### src/rtl/mac_seq_ctrl.sv
// ---------------------------------------------------------------------------
// mac_seq_ctrl: keypad operand loader and MAC handshake sequencer. Rev 1.0
// ---------------------------------------------------------------------------
`default_nettype none

module mac_seq_ctrl #(
  parameter int WIDTH = 16,
  parameter int DEPTH = 8,
  parameter int RES_W = 16,
  localparam int ADDR_W = (DEPTH > 1) ? $clog2(DEPTH) : 1,
  localparam int DISP_W = (WIDTH > RES_W) ? WIDTH : RES_W
) (
  input  logic              clk,
  input  logic              rst,
  input  logic              step,
  input  logic              back,
  input  logic [WIDTH-1:0]  key_data,
  output logic [WIDTH-1:0]  mac_a,
  output logic [WIDTH-1:0]  mac_b,
  output logic              mac_valid,
  output logic              mac_first,
  output logic              mac_last,
  input  logic              mac_ready,
  input  logic              res_valid,
  input  logic [RES_W-1:0]  res_data,
  output logic [DISP_W-1:0] disp_data,
  output logic              key_en,
  output logic [2:0]        state_out,
  output logic [ADDR_W-1:0] addr_out,
  output logic              done
);

  typedef enum logic [2:0] {
    IDLE     = 3'd0,
    LOAD_A   = 3'd1,
    LOAD_B   = 3'd2,
    COMPUTE  = 3'd3,
    WAIT_RES = 3'd4,
    RESULT   = 3'd5
  } state_t;

  localparam logic [ADDR_W-1:0] C_ADDR_LAST = ADDR_W'(DEPTH - 1);

  state_t              state_q, state_d;
  logic [ADDR_W-1:0]   addr_q, addr_d;
  logic [RES_W-1:0]    result_q, result_d;
  logic                done_q, done_d;
  logic                step_q, back_q;

  logic [WIDTH-1:0]    bank_a_q [DEPTH];
  logic [WIDTH-1:0]    bank_b_q [DEPTH];

  logic                step_rise, back_rise;
  logic                addr_last;
  logic                wr_a, wr_b;

  assign step_rise = step & ~step_q;
  assign back_rise = back & ~back_q;
  assign addr_last = (addr_q == C_ADDR_LAST);

  always_ff @(posedge clk or negedge rst) begin
    if (!rst) begin
      state_q  <= IDLE;
      addr_q   <= '0;
      result_q <= '0;
      done_q   <= 1'b0;
      step_q   <= 1'b0;
      back_q   <= 1'b0;
    end else begin
      state_q  <= state_d;
      addr_q   <= addr_d;
      result_q <= result_d;
      done_q   <= done_d;
      step_q   <= step;
      back_q   <= back;
    end
  end

  // Operand storage deliberately survives reset so a reset does not wipe entered data.
  always_ff @(posedge clk) begin
    if (wr_a) bank_a_q[addr_q] <= key_data;
    if (wr_b) bank_b_q[addr_q] <= key_data;
  end

  always_comb begin
    state_d   = state_q;
    addr_d    = addr_q;
    result_d  = result_q;
    done_d    = done_q;
    wr_a      = 1'b0;
    wr_b      = 1'b0;
    mac_valid = 1'b0;
    mac_first = 1'b0;
    mac_last  = 1'b0;
    key_en    = 1'b0;
    disp_data = '0;

    case (state_q)
      IDLE: begin
        if (step_rise) begin
          state_d = LOAD_A;
          addr_d  = '0;
        end
      end

      LOAD_A, LOAD_B: begin
        key_en    = 1'b1;
        disp_data = DISP_W'(key_data);
        // step has priority; a simultaneous back press is dropped.
        if (step_rise) begin
          wr_a = (state_q == LOAD_A);
          wr_b = (state_q == LOAD_B);
          if (addr_last) begin
            addr_d  = '0;
            state_d = (state_q == LOAD_A) ? LOAD_B : COMPUTE;
          end else begin
            addr_d = addr_q + ADDR_W'(1);
          end
        end else if (back_rise && (addr_q != '0)) begin
          addr_d = addr_q - ADDR_W'(1);
        end
      end

      COMPUTE: begin
        mac_valid = 1'b1;
        mac_first = (addr_q == '0);
        mac_last  = addr_last;
        if (mac_ready) begin
          if (addr_last) begin
            addr_d  = '0;
            state_d = WAIT_RES;
          end else begin
            addr_d = addr_q + ADDR_W'(1);
          end
        end
      end

      WAIT_RES: begin
        if (res_valid) begin
          result_d = res_data;
          done_d   = 1'b1;
          state_d  = RESULT;
        end
      end

      RESULT: begin
        disp_data = DISP_W'(result_q);
        if (step_rise) begin
          done_d  = 1'b0;
          state_d = IDLE;
        end
      end

      default: begin
        state_d = IDLE;
        addr_d  = '0;
        done_d  = 1'b0;
      end
    endcase
  end

  assign mac_a     = bank_a_q[addr_q];
  assign mac_b     = bank_b_q[addr_q];
  assign state_out = state_q;
  assign addr_out  = addr_q;
  assign done      = done_q;

endmodule

`default_nettype wire

### config.mk
export PLATFORM = sky130hd
export DESIGN_NAME = mac_seq_ctrl
export DESIGN_NICKNAME = d
export VERILOG_FILES = /design/src/rtl/mac_seq_ctrl.sv
export SDC_FILE = /design/constraint.sdc
export NUM_CORES = 1
export LEC_CHECK = 0
export BUFFER_PORTS_ARGS = -buffer_cell sky130_fd_sc_hd__clkbuf_2
export CAP_MARGIN = 20
export CORE_MARGIN = 4
export CORE_UTILIZATION = 50
export CTS_BUF_LIST = sky130_fd_sc_hd__clkbuf_4 sky130_fd_sc_hd__clkbuf_8
export DETAILED_ROUTE_END_ITERATION = 6
export GPL_ROUTABILITY_DRIVEN = 0
export GPL_TIMING_DRIVEN = 0
export HOLD_SLACK_MARGIN = 0.1
export PLACE_DENSITY = 0.72
export SYNTH_ARGS = -nofsm -noshare
export SYNTH_HDL_FRONTEND = slang
export SYNTH_SLANG_ARGS = --single-unit
### constraint.sdc
create_clock -name clk -period 4.16 [get_ports clk]
set_input_delay 0.624 -clock clk [delete_from_list [all_inputs] [get_ports clk]]
set_output_delay 0.624 -clock clk [all_outputs]
set_load 0.02 [all_outputs]
**Yosys cells after proc, flatten, opt, wreduce, memory -nomap -nowiden**

Memories as Yosys holds them, arrays and structs flattened.
Index checks and enable logic that the tools add are counted.

- Muxes and demuxes: 30
- Eq/ne operators: 14
- Reductions and logical operators: 11
- Div/mod/pow operators: 0
- Add/sub/neg operators: 2
- Shifts and indexed selects: 0
- Multipliers: 0
- Magnitude comparators: 0
- Bitwise logic cells: 6

Operators by type and width:

| operator | number |
|---|---|
| $mux W3 | 11 |
| $pmux W16 S2 | 1 |
| $mux W1 | 15 |
| $pmux W3 S5 | 1 |
| $ne A2 B2 Y1 const B | 7 |
| $pmux W3 S4 | 1 |
| $eq A3 B3 Y1 const B | 3 |
| $reduce_and A7 Y1 | 1 |
| $eq A3 B2 Y1 const B | 2 |
| $logic_not A3 Y1 | 2 |
| $not A1 Y1 | 4 |
| $reduce_and A4 Y1 | 1 |
| $reduce_or A2 Y1 | 2 |
| $reduce_or A4 Y1 | 1 |
| $add A3 B1 Y3 const B | 1 |
| $eq A3 B1 Y1 const B | 1 |
| $ne A3 B3 Y1 const B | 1 |
| $pmux W1 S3 | 1 |
| $reduce_and A3 Y1 | 1 |
| $reduce_bool A3 Y1 | 1 |
| $sub A3 B1 Y3 const B | 1 |
| $and A1 B1 Y1 | 2 |
| $reduce_and A2 Y1 | 1 |
| $logic_and A1 B1 Y1 | 1 |

- Output and inout bits: 59
- Memories: 2
- Memory bits (writable): 256
- Register bits after elaboration: 25
- Bits in latches: 0
- Memory bits (read-only): 0
- Logic and storage cells: 71

Memory list:

| name | depth | width | rd ports | clocked after Yosys merged registers in | wr ports | RTL line | source |
|---|---|---|---|---|---|---|---|
| bank_a_q | 8 | 16 | 1 | 0 | 1 | 50 | `logic [WIDTH-1:0] bank_a_q [DEPTH];` |
| bank_b_q | 8 | 16 | 1 | 0 | 1 | 51 | `logic [WIDTH-1:0] bank_b_q [DEPTH];` |

**Logic depth before layout (Yosys ltp)**

Gate-level depths: netlist (run 1).

- Word-level depth: 6
- Depth in mapped cells: 10
- Mapped depth without buffers: 7

**Least setup slack after synthesis (run 1)**

No wires, ideal clock.

- Path kind: register to register
- Start point: reg addr_q[2] (netlist: addr_out[2])
- End point: mem bank_b_q[0][0], enable pin
- Buffers on the path: 4
- Stages on the path, launching flop included: 6
- Setup time: 430 ps
- Clock period less this slack: 3,242 ps
- Arrival: 2,812 ps
- Slack: 918 ps
- Required time: 3,730 ps
- Cell sequence: dfrtp_1 > buf_4 > buf_4 > buf_2 > buf_2 > nor4_1

RTL lines:

| item | RTL line | source |
|---|---|---|
| start: declaration | 45 | `logic [ADDR_W-1:0] addr_q, addr_d;` |
| start signal: assignment | 71 | `addr_q <= addr_d;` |
| end: declaration | 51 |  |

No word-level cell before the write port.

**Worst setup path in the final report (run 1)**

- Start point: reg addr_q[0] (netlist: addr_out[0])
- End point: out mac_b[9]

- Longest elaborated chain between the ends: 1

Ends and longest elaborated chain:

| item | RTL line | source |
|---|---|---|
| $mem_v2 Z8 W16 | - |  |
| end: declaration | 19 | `output logic [WIDTH-1:0] mac_b,` |

Every way passes these cells.

==> results.sh, run 1 <==
export IMPL_top_usage_layer="met2"
export IMPL_yosysMostFrequentCell="edfxtp_1"
export IMPL_dp_cells=1041
export IMPL_die_area_um2=25000
export IMPL_fin_setup_tns_ns=0
export IMPL_timing_final_crit_share_pct=81.6
export IMPL_globalRoute_totalOverflow=0
export IMPL_area_growth_pct=17.7
export IMPL_yosys_top_cells_area="edfxtp_1 68%, dfrtp_1 5.6%, mux4_2 4.0%"
export IMPL_synthDistinctLibCells=52
export IMPL_finalSetupViolations=0
export IMPL_placeableCoreArea_um2=22000
export IMPL_drc=0
export IMPL_fp_dieH_um=158
export IMPL_post_route_hold_slack_ns=0.103
export IMPL_critical_path_endpoint_type="output port"
export IMPL_number_of_hold_buffers_added_after_cts=0
export IMPL_multi_input_combinational_cell_area_um2=2730
export IMPL_maxClockFrequency_mhz=295
export IMPL_mappedNetlistArea_um2=11300
export IMPL_postSynthAreaPerCell_um2=17.5
export IMPL_fin_cells=1115
export IMPL_num_fill_cells=1611
export IMPL_synth_async_reset_ratio_pct=8.90
export IMPL_cellLeakagePower_nw=4.70
export IMPL_grt_max_degree=26
export IMPL_timing_max_transition_violations_final=0
export IMPL_hpwl_um=19300
export IMPL_post_route_cell_area_um2=13300
export IMPL_rsz_0062_raised_after_global_routing="false"
export IMPL_groute_layer_met2_usage_pct=37.9
export IMPL_primary_flip_flop_cell_chosen_by_synthesis_mapping="edfxtp_1"
export IMPL_worstHoldPathType="in2async"
export IMPL_synth_edff_count=256
export IMPL_synth_top_cell_area_share_pct=68.2
export IMPL_worst_clock_skew_ns=0.0190
export IMPL_routed_wire_length_per_instance_um=26.0
export IMPL_chipWidth_um=158
export IMPL_floorplan_io_pins=97
export IMPL_placementRows=54
export IMPL_ctsLongestPathBuffers=3
export IMPL_pwr_per_cell_area_nw_per_um2=664
export IMPL_worstMarginPinSlew_ns=1.07
export IMPL_seq_area_frac_synth_pct=73.8
export IMPL_slew_hr_pct=27.9
export IMPL_gr_usage_met3_pct=4.51
export IMPL_global_route_wire_length_before_repair_um=42900
export IMPL_cts_root_buffer="clkbuf_8"
export IMPL_worstPathArrival_ns=2.77
export IMPL_cts_repair_resized=0
export IMPL_drt_iter0_markers=758
export IMPL_antenna_found_initial=0
export IMPL_route_final_wire_length_um=29000
export IMPL_first_pass_iteration_count_of_the_detailed_router=6
export IMPL_detailroute_via_count=6864
export IMPL_post_route_cells_drive_above_1_share_pct=36.5
export IMPL_synth_ff_latch_count=281
export IMPL_port_buffer_count=96
export IMPL_mappedNetlistNets=685
export IMPL_maxCapViolations=0
export IMPL_final_hold_viol_count=0
export IMPL_tritoncts="done"
export IMPL_synth_top_area_cell="edfxtp_1"
export IMPL_required_ns=3.54
export IMPL_critical_path_class="reg2out"
export IMPL_cts_num_sinks=281
export IMPL_synthesis_instances=643
export IMPL_synth_top_cells_by_count="256 x edfxtp_1, 45 x nand2_1, 39 x nor2_1"
export IMPL_clock_insertion_delay_worst_skew_ns=0.54
export IMPL_route_detailed_vias_per_inst=6.16
export IMPL_seqCellArea_um2=8310
export IMPL_postCtsSetupBuffers=0
export IMPL_antenna_cells_inserted=0
export IMPL_initial_core_util_pct=51.2
export IMPL_power_ir_vdd_worst_v=0.000440
export IMPL_cts_max_level=2
export IMPL_worst_setup_path_start_kind="flop"
export IMPL_cts_buffer_count=44
export IMPL_ant_nets=0
export IMPL_num_nets_final=849
export IMPL_clkSlewWorstSetupHoldPaths_ns=0.07
export IMPL_met1_use_gr_pct=31.9
export IMPL_grt_pass1_vias=6956
export IMPL_synthesis_yosys_warnings=0
export IMPL_period_minus_slack_ns=3.39
export IMPL_track_usage_pct=23.4
export IMPL_run_status="completed"
export IMPL_timing_critical_path_fanout_max=10
export IMPL_postPlaceCellArea_um2=12400
## area by class of cell
type | instances | area share, %
clock inverters | 9 | 0.283
multi-input cells | 320 | 20.5
repair buffers | 118 | 5.72
flip-flops and latches | 281 | 62.6
clock buffers | 65 | 5.99
plain buffers | 36 | 2.01
well taps | 280 | 2.64
inverters | 6 | 0.170
## path summary, 6_finish.rpt
check	startpoint	endpoint	slack (ns)	depth (start not counted)
worst min-delay path	rst	addr_out[0]$_DFFE_PN0P_	0.10	1
min in group clk	back	back_q$_DFF_PN0_	0.23	1
worst max-delay path	addr_out[0]$_DFFE_PN0P_	mac_b[9]	0.77	7
max in group asynchronous	rst	state_out[0]$_DFFE_PN0P_	3.63	1
worst max register to register	addr_out[1]$_DFFE_PN0P_	bank_a_q[7][8]$_DFFE_PP_	1.17	6
worst min register to register	result_q[13]$_DFFE_PN0P_	result_q[13]$_DFFE_PN0P_	0.51	1
## metal layers
| metal | vias up | wire (µm) |
|---|---|---|
| met1 | 3430 | 11200 |
| met5 | - | 0 |
| met3 | 71 | 2840 |
| met2 | 439 | 13900 |
| met4 | 0 | 1010 |
| li1 | 2924 | - |
## registers in the layout, summed over array words and instances, names as in the netlist
register / flops
bank_a_q: 128
back_q: 1
step_q: 1
addr_out: 3
state_out: 3
bank_b_q: 128
result_q: 16
done: 1
## stage by stage
stage	setup slack [ns]	util [%]	power [W]
finish	0.765	60.2	0.00882
global route	0.696	60.2	0.00919
CTS	0.799	60.2	0.00882
detailed placement	1.24	56.5	0.00663
global placement	-1.27	54.9	0.00653
floorplan	0.918	-	0.00555
## cell families after synthesis
kind of cell,synth area share [%]
and+or+nand+nor,4.51
muxes,10.0
AOI/OAI and AO/OA,8.46
DFF,73.8
xor gates and xnor gates,0.155
adders and majority gates,0.533
buffers and inverters,2.56
## cell usage in the layout, fill, tap and decap left out, types with 4 or more instances in the layout
cell and instances:
ha_1 4, a22o_1 21, a221oi_1 22, edfxtp_1 256
clkbuf_8 49, a22oi_1 15, o221ai_1 8, clkinv_1 6
a221oi_2 5, mux2_2 32, buf_2 15, nand3_1 4
o22ai_1 7, o21ai_0 7, inv_1 6, mux2_4 7
nand2_1 45, nor2_1 29, buf_8 10, dfrtp_1 25
buf_4 13, nor3_2 4, mux4_2 20, mux2i_1 19
a21oi_1 20, clkbuf_4 16, buf_6 10, clkbuf_2 96
nor2_2 14
## critical path: stages (launching register included)
cell,delay (ns)
dfrtp_1,0.41
buf_6,0.17
inv_1,0.12
nor2_1,0.49
buf_2,0.39
a21oi_1,0.12
o221ai_1,0.30
clkbuf_2,0.24
## power breakdown
part / switching (W) / internal, W / leakage, nW / total [W]
Clock: 0.000998 / 0.00121 / 0.447 / 0.00221
Combinational: 0.00204 / 0.00121 / 1.64 / 0.00325
Sequential: 0.0000961 / 0.00326 / 2.61 / 0.00336
Total: 0.00314 / 0.00568 / 4.70 / 0.00882
Note: power is estimated with default switching activity, not from simulation.
==> run 2, diff against run 1 <==
Clock period 4.16 ns to 3.5 ns, I/O delays scaled along.
==> run 2 against run 1 <==
  * Clock power increased by 19%
  * Critical path depth unchanged
  * Die area unchanged
  * Routed wire length about the same
  * First-iteration DRC count decreased by 1.2%
  * Combinational power increased by 19%
  * Critical endpoint unchanged
  * Largest cell class unchanged
  * Register-to-register slack got worse by 0.67 ns
  * Clock-buffer cell count unchanged
  * Highest routed layer unchanged
  * Cell area about the same
==> results.sh, run 2 (synthesis gave the netlist of run 1 again) <==
export IMPL_drc=0
export IMPL_slew_hr_pct=30.2
export IMPL_floorplan_io_pins=97
export IMPL_worstPathArrival_ns=2.75
export IMPL_final_core_util_pct=60.3
export IMPL_route_final_wire_length_um=28900
export IMPL_fin_cells=1116
export IMPL_power_ir_vdd_worst_v=0.000520
export IMPL_cpPeakStageDelay_ns=0.49
export IMPL_cts_buffer_count=44
export IMPL_timing_final_crit_share_pct=93.6
export IMPL_internal_power_w=0.00675
export IMPL_hpwl_um=19300
export IMPL_post_route_cell_area_um2=13300
export IMPL_worstHoldPathType="in2reg"
export IMPL_pwr_per_cell_area_nw_per_um2=789
export IMPL_reg_power_share_pct=38.1
export IMPL_postPlaceCellArea_um2=12400
export IMPL_ctsLongestPathBuffers=3
export IMPL_global_route_wire_length_before_repair_um=42900
export IMPL_clkSlewWorstSetupHoldPaths_ns=0.07
export IMPL_mostFrequentLayoutCell="edfxtp_1"
export IMPL_port_buffer_count=96
export IMPL_cts_num_sinks=281
export IMPL_ant_nets=0
export IMPL_first_pass_iteration_count_of_the_detailed_router=6
export IMPL_detailroute_via_count=6870
export IMPL_cpMaxStageDelayCell="nor2_1"
export IMPL_antenna_cells_inserted=0
export IMPL_timing_critical_path_fanout_max=10
export IMPL_reg_largest_list="bank_a_q: 128 flops, bank_b_q: 128 flops, result_q: 16 flops"
export IMPL_clock_insertion_delay_worst_skew_ns=0.53
export IMPL_finalSetupViolations=0
export IMPL_die_area_um2=25000
export IMPL_fin_setup_tns_ns=0
export IMPL_net_switching_power_w=0.00372
export IMPL_globalRoute_totalOverflow=0
export IMPL_dp_cells=1041
export IMPL_fp_dieH_um=158
export IMPL_final_hold_viol_count=0
export IMPL_antenna_found_initial=0
export IMPL_combinationalPowerShare_pct=36.9
export IMPL_final_cell_mix="256 x edfxtp_1, 96 x clkbuf_2, 49 x clkbuf_8, 45 x nand2_1, 32 x mux2_2"
export IMPL_post_layout_total_power_w=0.0105
export IMPL_run_status="completed"
export IMPL_critical_path_endpoint_type="output port"
export IMPL_grt_pass1_vias=6961
export IMPL_worst_setup_path_start_kind="flop"
export IMPL_worstPathCellList="buf_6, inv_1, nor2_1, buf_2, a21oi_1, o221ai_1, clkbuf_2"
export IMPL_postCtsSetupBuffers=0
export IMPL_maxCapViolations=0
export IMPL_placementRows=54
export IMPL_required_ns=2.97
export IMPL_tritoncts="done"
export IMPL_grt_max_degree=26
export IMPL_multi_input_combinational_cell_area_um2=2730
export IMPL_worstMarginPinSlew_ns=1.04
export IMPL_timing_max_transition_violations_final=0
export IMPL_worst_clock_skew_ns=0.0176
export IMPL_placeableCoreArea_um2=22000
export IMPL_num_nets_final=850
export IMPL_num_fill_cells=1609
export IMPL_cts_root_buffer="clkbuf_8"
export IMPL_clockPowerShare_pct=25.0
export IMPL_chipWidth_um=158
export IMPL_maxClockFrequency_mhz=305
export IMPL_rsz_0062_raised_after_global_routing="false"
export IMPL_critical_path_class="reg2out"
export IMPL_seqCellArea_um2=8310
export IMPL_p_sw_share_pct=35.5
export IMPL_cellLeakagePower_nw=4.70
export IMPL_drt_iter0_markers=749
export IMPL_track_usage_pct=23.4
export IMPL_period_minus_slack_ns=3.28
export IMPL_cts_max_level=2
export IMPL_route_detailed_vias_per_inst=6.16
export IMPL_routed_wire_length_per_instance_um=25.9
export IMPL_initial_core_util_pct=51.2
export IMPL_area_growth_pct=17.8
export IMPL_post_route_cells_drive_above_1_share_pct=36.5
[run 2: cell count changes in the layout (fill, tap and decap cells not counted)]
cell	delta
dlygate4sd3_1	+1
[run 2: path summary, 6_finish.rpt]
check,start,slack [ns],cells after the start,endpoint
worst max-delay path,addr_out[0]$_DFFE_PN0P_,0.22,7,mac_b[9]
worst min-delay path,back,0.13,1,back_q$_DFF_PN0_
worst max register to register,addr_out[1]$_DFFE_PN0P_,0.50,6,bank_a_q[4][13]$_DFFE_PP_
worst min register to register,result_q[9]$_DFFE_PN0P_,0.51,1,result_q[9]$_DFFE_PN0P_
max in group asynchronous,rst,2.52,2,addr_out[2]$_DFFE_PN0P_
min in group asynchronous,rst,0.55,2,addr_out[0]$_DFFE_PN0P_
[run 2: layer usage]
metal | vias to the layer above | GRT usage (%) | wire, µm
met2 | 427 | 38.0 | 14000
met5 | - | 0 | 0
li1 | 2924 | - | -
met4 | 0 | 8.53 | 963
met1 | 3449 | 31.9 | 11200
met3 | 70 | 4.51 | 2820
[run 2: power by group through the flow]
stage               Combinational [W]  Sequential, W  Clock [W]
floorplan                     0.00253        0.00407          0
global placement              0.00372        0.00405          0
detailed placement            0.00383        0.00406          0
CTS                           0.00386        0.00399    0.00264
global route                  0.00410        0.00401    0.00281
finish                        0.00386        0.00399    0.00262
[run 2: timing repair]
item | in CTS | in global routing
hold endpoints to repair | 25 | 0
resized for setup | 0 | 0
hold buffers | 1 | 0
[run 2: per-stage QoR]
stage / setup slack, ns / hold WS, ns
after floorplan: 0.258 / 0.229
final: 0.223 / 0.131
after global routing: 0.135 / 0.112
after CTS: 0.238 / 0.107
after detailed placement: 0.582 / 0.497
after global placement: -1.85 / 0.493
[run 2: area by class of cell]
| class | instances | share of cell area (%) |
|---|---|---|
| Inverter | 6 | 0.170 |
| Clock buffer | 65 | 5.98 |
| Tap cell | 280 | 2.64 |
| Multi-Input combinational cell | 320 | 20.5 |
| Buffer | 36 | 2.01 |
| Timing Repair Buffer | 119 | 5.79 |
| Sequential cell | 281 | 62.6 |
| Clock inverter | 9 | 0.283 |
[run 2: worst max-delay path, delay by kind of cell, from the launching register on]
family                 cells  cell delay [ns]
AOI/OAI and AO/OA          2             0.40
buffers and inverters      4             0.91
DFF                        1             0.41
and+or+nand+nor            1             0.49
==> run 3, diff against run 2 <==
==> constraint.sdc (replaced) <==
create_clock -name clk -period 3.5 [get_ports clk]
set_input_delay 1.05 -clock clk [delete_from_list [all_inputs] [get_ports clk]]
set_output_delay 1.05 -clock clk [all_outputs]
set_load 0.02 [all_outputs]
==> run 3 against run 2 <==
  * The flow now finishes with violations (negative setup slack)
  * Clock-buffer cell count is 3 lower
  * Cell area is 0.90% higher
  * Sequential cell count stayed put
  * Fmax is 8.1% lower
  * Global-route usage is 0.45 points lower
  * Clock skew is 0.0015 ns lower
  * Register-to-register slack better by 0.21 ns
  * First-iteration DRC count is 13% lower
  * Die area stayed put
  * Critical path type unchanged
  * Critical endpoint is now mac_b[0]
  * Highest routed layer unchanged
==> results.sh, run 3 (synthesis gave the netlist of run 1 again) <==
export IMPL_slew_hr_pct=34.2
export IMPL_timing_critical_path_fanout_max=10
export IMPL_drc=0
export IMPL_worstMarginPinSlew_ns=0.981
export IMPL_antenna_found_initial=0
export IMPL_final_core_util_pct=60.8
export IMPL_dp_cells=1040
export IMPL_hpwl_um=19200
export IMPL_cts_root_buffer="clkbuf_8"
export IMPL_p_sw_share_pct=35.7
export IMPL_worst_setup_path_start_kind="flop"
export IMPL_run_status="finished with violations"
export IMPL_required_ns=2.45
export IMPL_timing_max_transition_violations_final=0
export IMPL_globalRoute_totalOverflow=0
export IMPL_mostFrequentLayoutCell="edfxtp_1"
export IMPL_ant_nets=0
export IMPL_maxCapViolations=0
export IMPL_timing_final_crit_share_pct=102
export IMPL_regToRegStartpoint="step_q$_DFF_PN0_"
export IMPL_route_detailed_vias_per_inst=6.17
export IMPL_placeableCoreArea_um2=22000
export IMPL_worst_r2r_path_depth=6
export IMPL_reg2reg_slack_ns=0.71
export IMPL_worstPathArrival_ns=2.52
export IMPL_cts_num_sinks=281
export IMPL_floorplan_io_pins=97
export IMPL_timing_final_ws_setup_ns=-0.0676
export IMPL_critical_path_class="reg2out"
export IMPL_grt_max_degree=26
export IMPL_detailroute_via_count=6883
export IMPL_power_ir_vdd_worst_v=0.000587
export IMPL_regToRegEndpoint="bank_b_q[2][2]$_DFFE_PP_"
export IMPL_worstHoldPathType="reg2reg"
export IMPL_placementRows=54
export IMPL_routed_wire_length_per_instance_um=25.6
export IMPL_global_route_wire_length_before_repair_um=42400
export IMPL_pwr_per_cell_area_nw_per_um2=793
export IMPL_critical_path_startpoint="addr_out[2]$_DFFE_PN0P_"
export IMPL_clock_insertion_delay_worst_skew_ns=0.56
export IMPL_cts_max_level=2
export IMPL_num_fill_cells=1624
export IMPL_combinationalPowerShare_pct=37.5
export IMPL_maxClockFrequency_mhz=280
export IMPL_period_minus_slack_ns=3.57
export IMPL_critical_path_endpoint_type="output port"
export IMPL_number_of_hold_buffers_added_after_cts=0
export IMPL_grt_pass1_vias=6991
export IMPL_antenna_cells_inserted=0
export IMPL_fin_cells=1115
export IMPL_rsz_0062_raised_after_global_routing="true"
export IMPL_multi_input_combinational_cell_area_um2=2800
export IMPL_finalSetupViolations=1
export IMPL_cts_buffer_count=44
export IMPL_route_final_wire_length_um=28600
export IMPL_worst_setup_path_end="mac_b[0]"
export IMPL_worst_clock_skew_ns=0.0162
export IMPL_tritoncts="done"
export IMPL_seqCellArea_um2=8310
export IMPL_clockPowerShare_pct=25.0
export IMPL_chipWidth_um=158
export IMPL_final_cell_mix="256 x edfxtp_1, 98 x clkbuf_2, 44 x nand2_1, 44 x clkbuf_8, 32 x mux2_2"
export IMPL_net_switching_power_w=0.00379
export IMPL_fp_dieH_um=158
export IMPL_post_route_cells_drive_above_1_share_pct=39.0
export IMPL_drt_iter0_markers=651
export IMPL_first_pass_iteration_count_of_the_detailed_router=5
export IMPL_ctsLongestPathBuffers=3
export IMPL_failed_checks="negative setup slack"
export IMPL_reg_largest_list="bank_a_q: 128 flops, bank_b_q: 128 flops, result_q: 16 flops"
export IMPL_initial_core_util_pct=51.2
export IMPL_internal_power_w=0.00683
export IMPL_area_growth_pct=18.9
export IMPL_num_nets_final=849
export IMPL_track_usage_pct=23.0
export IMPL_cellLeakagePower_nw=4.73
export IMPL_die_area_um2=25000
export IMPL_port_buffer_count=96
export IMPL_clkSlewWorstSetupHoldPaths_ns=0.06
export IMPL_reg_power_share_pct=37.5
export IMPL_final_hold_viol_count=0
==> run 3: critical path, stage by stage (launching register included) <==
cell and delay, ns:
dfrtp_1 0.42, buf_4 0.19, inv_1 0.20, nor2_1 0.11, buf_4 0.22, a21oi_2 0.23
a21oi_1 0.10, a221o_1 0.31, clkbuf_2 0.17
==> run 3: worst min-delay path by stage <==
stage,start,to,depth (start not counted)
5_1_grt,result_q[11]$_DFFE_PN0P_,result_q[11]$_DFFE_PN0P_,1
6_report,result_q[3]$_DFFE_PN0P_,result_q[3]$_DFFE_PN0P_,1
4_1_cts,rst,result_q[11]$_DFFE_PN0P_,1
2_1_floorplan,result_q[0]$_DFFE_PN0P_,result_q[0]$_DFFE_PN0P_,1
3_5_place_dp,result_q[13]$_DFFE_PN0P_,result_q[13]$_DFFE_PN0P_,1
3_3_place_gp,result_q[0]$_DFFE_PN0P_,result_q[0]$_DFFE_PN0P_,1
==> run 3: final cells by class <==
type,count,share of cell area (%)
well taps,280,2.61
flip-flops and latches,281,62.0
inverters,6,0.168
plain buffers,36,2.45
clock inverters,12,0.672
repair buffers,118,5.67
multi-input cells,320,20.9
clock buffers,62,5.53
==> run 3: power by group through the flow <==
stage	logic, W	registers [W]	clock network [W]
floorplan	0.00253	0.00406	0
global placement	0.00371	0.00404	0
global route	0.00423	0.00401	0.00285
detailed placement	0.00382	0.00405	0
finish	0.00398	0.00399	0.00266
CTS	0.00390	0.00398	0.00270
==> run 3: layer usage <==
| metal | share of wire [%] | track usage [%] | wire length, µm | vias up |
|---|---|---|---|---|
| li1 | - | - | - | 2918 |
| met1 | 40 | 31.7 | 11300 | 3458 |
| met2 | 47 | 36.2 | 13500 | 427 |
| met3 | 9.9 | 4.98 | 2830 | 80 |
| met4 | 3.3 | 8.69 | 956 | 0 |
| met5 | 0 | 0 | 0 | - |
==> run 3: what timing repair did <==
item	in CTS	in global routing
pin swaps	0	1
setup endpoints to repair	32	28
gates resized for setup	19	27
setup buffers	1	0
==> run 3: metrics by stage <==
stage / worst slack [ns] / power (W) / cell area (µm²) / hold slack, ns / TNS (ns)
3_3_place_gp: -1.78 / 0.00775 / 12100 / 0.490 / -131.45
4_1_cts: -0.103 / 0.0106 / 13300 / 0.512 / -0.553
6_report: -0.0676 / 0.0106 / 13400 / 0.512 / -0.0676
5_1_grt: -0.106 / 0.0111 / 13400 / 0.529 / -0.305
2_1_floorplan: 0.0125 / 0.00660 / 11300 / 0.482 / 0
3_5_place_dp: 0.0434 / 0.00787 / 12400 / 0.497 / 0
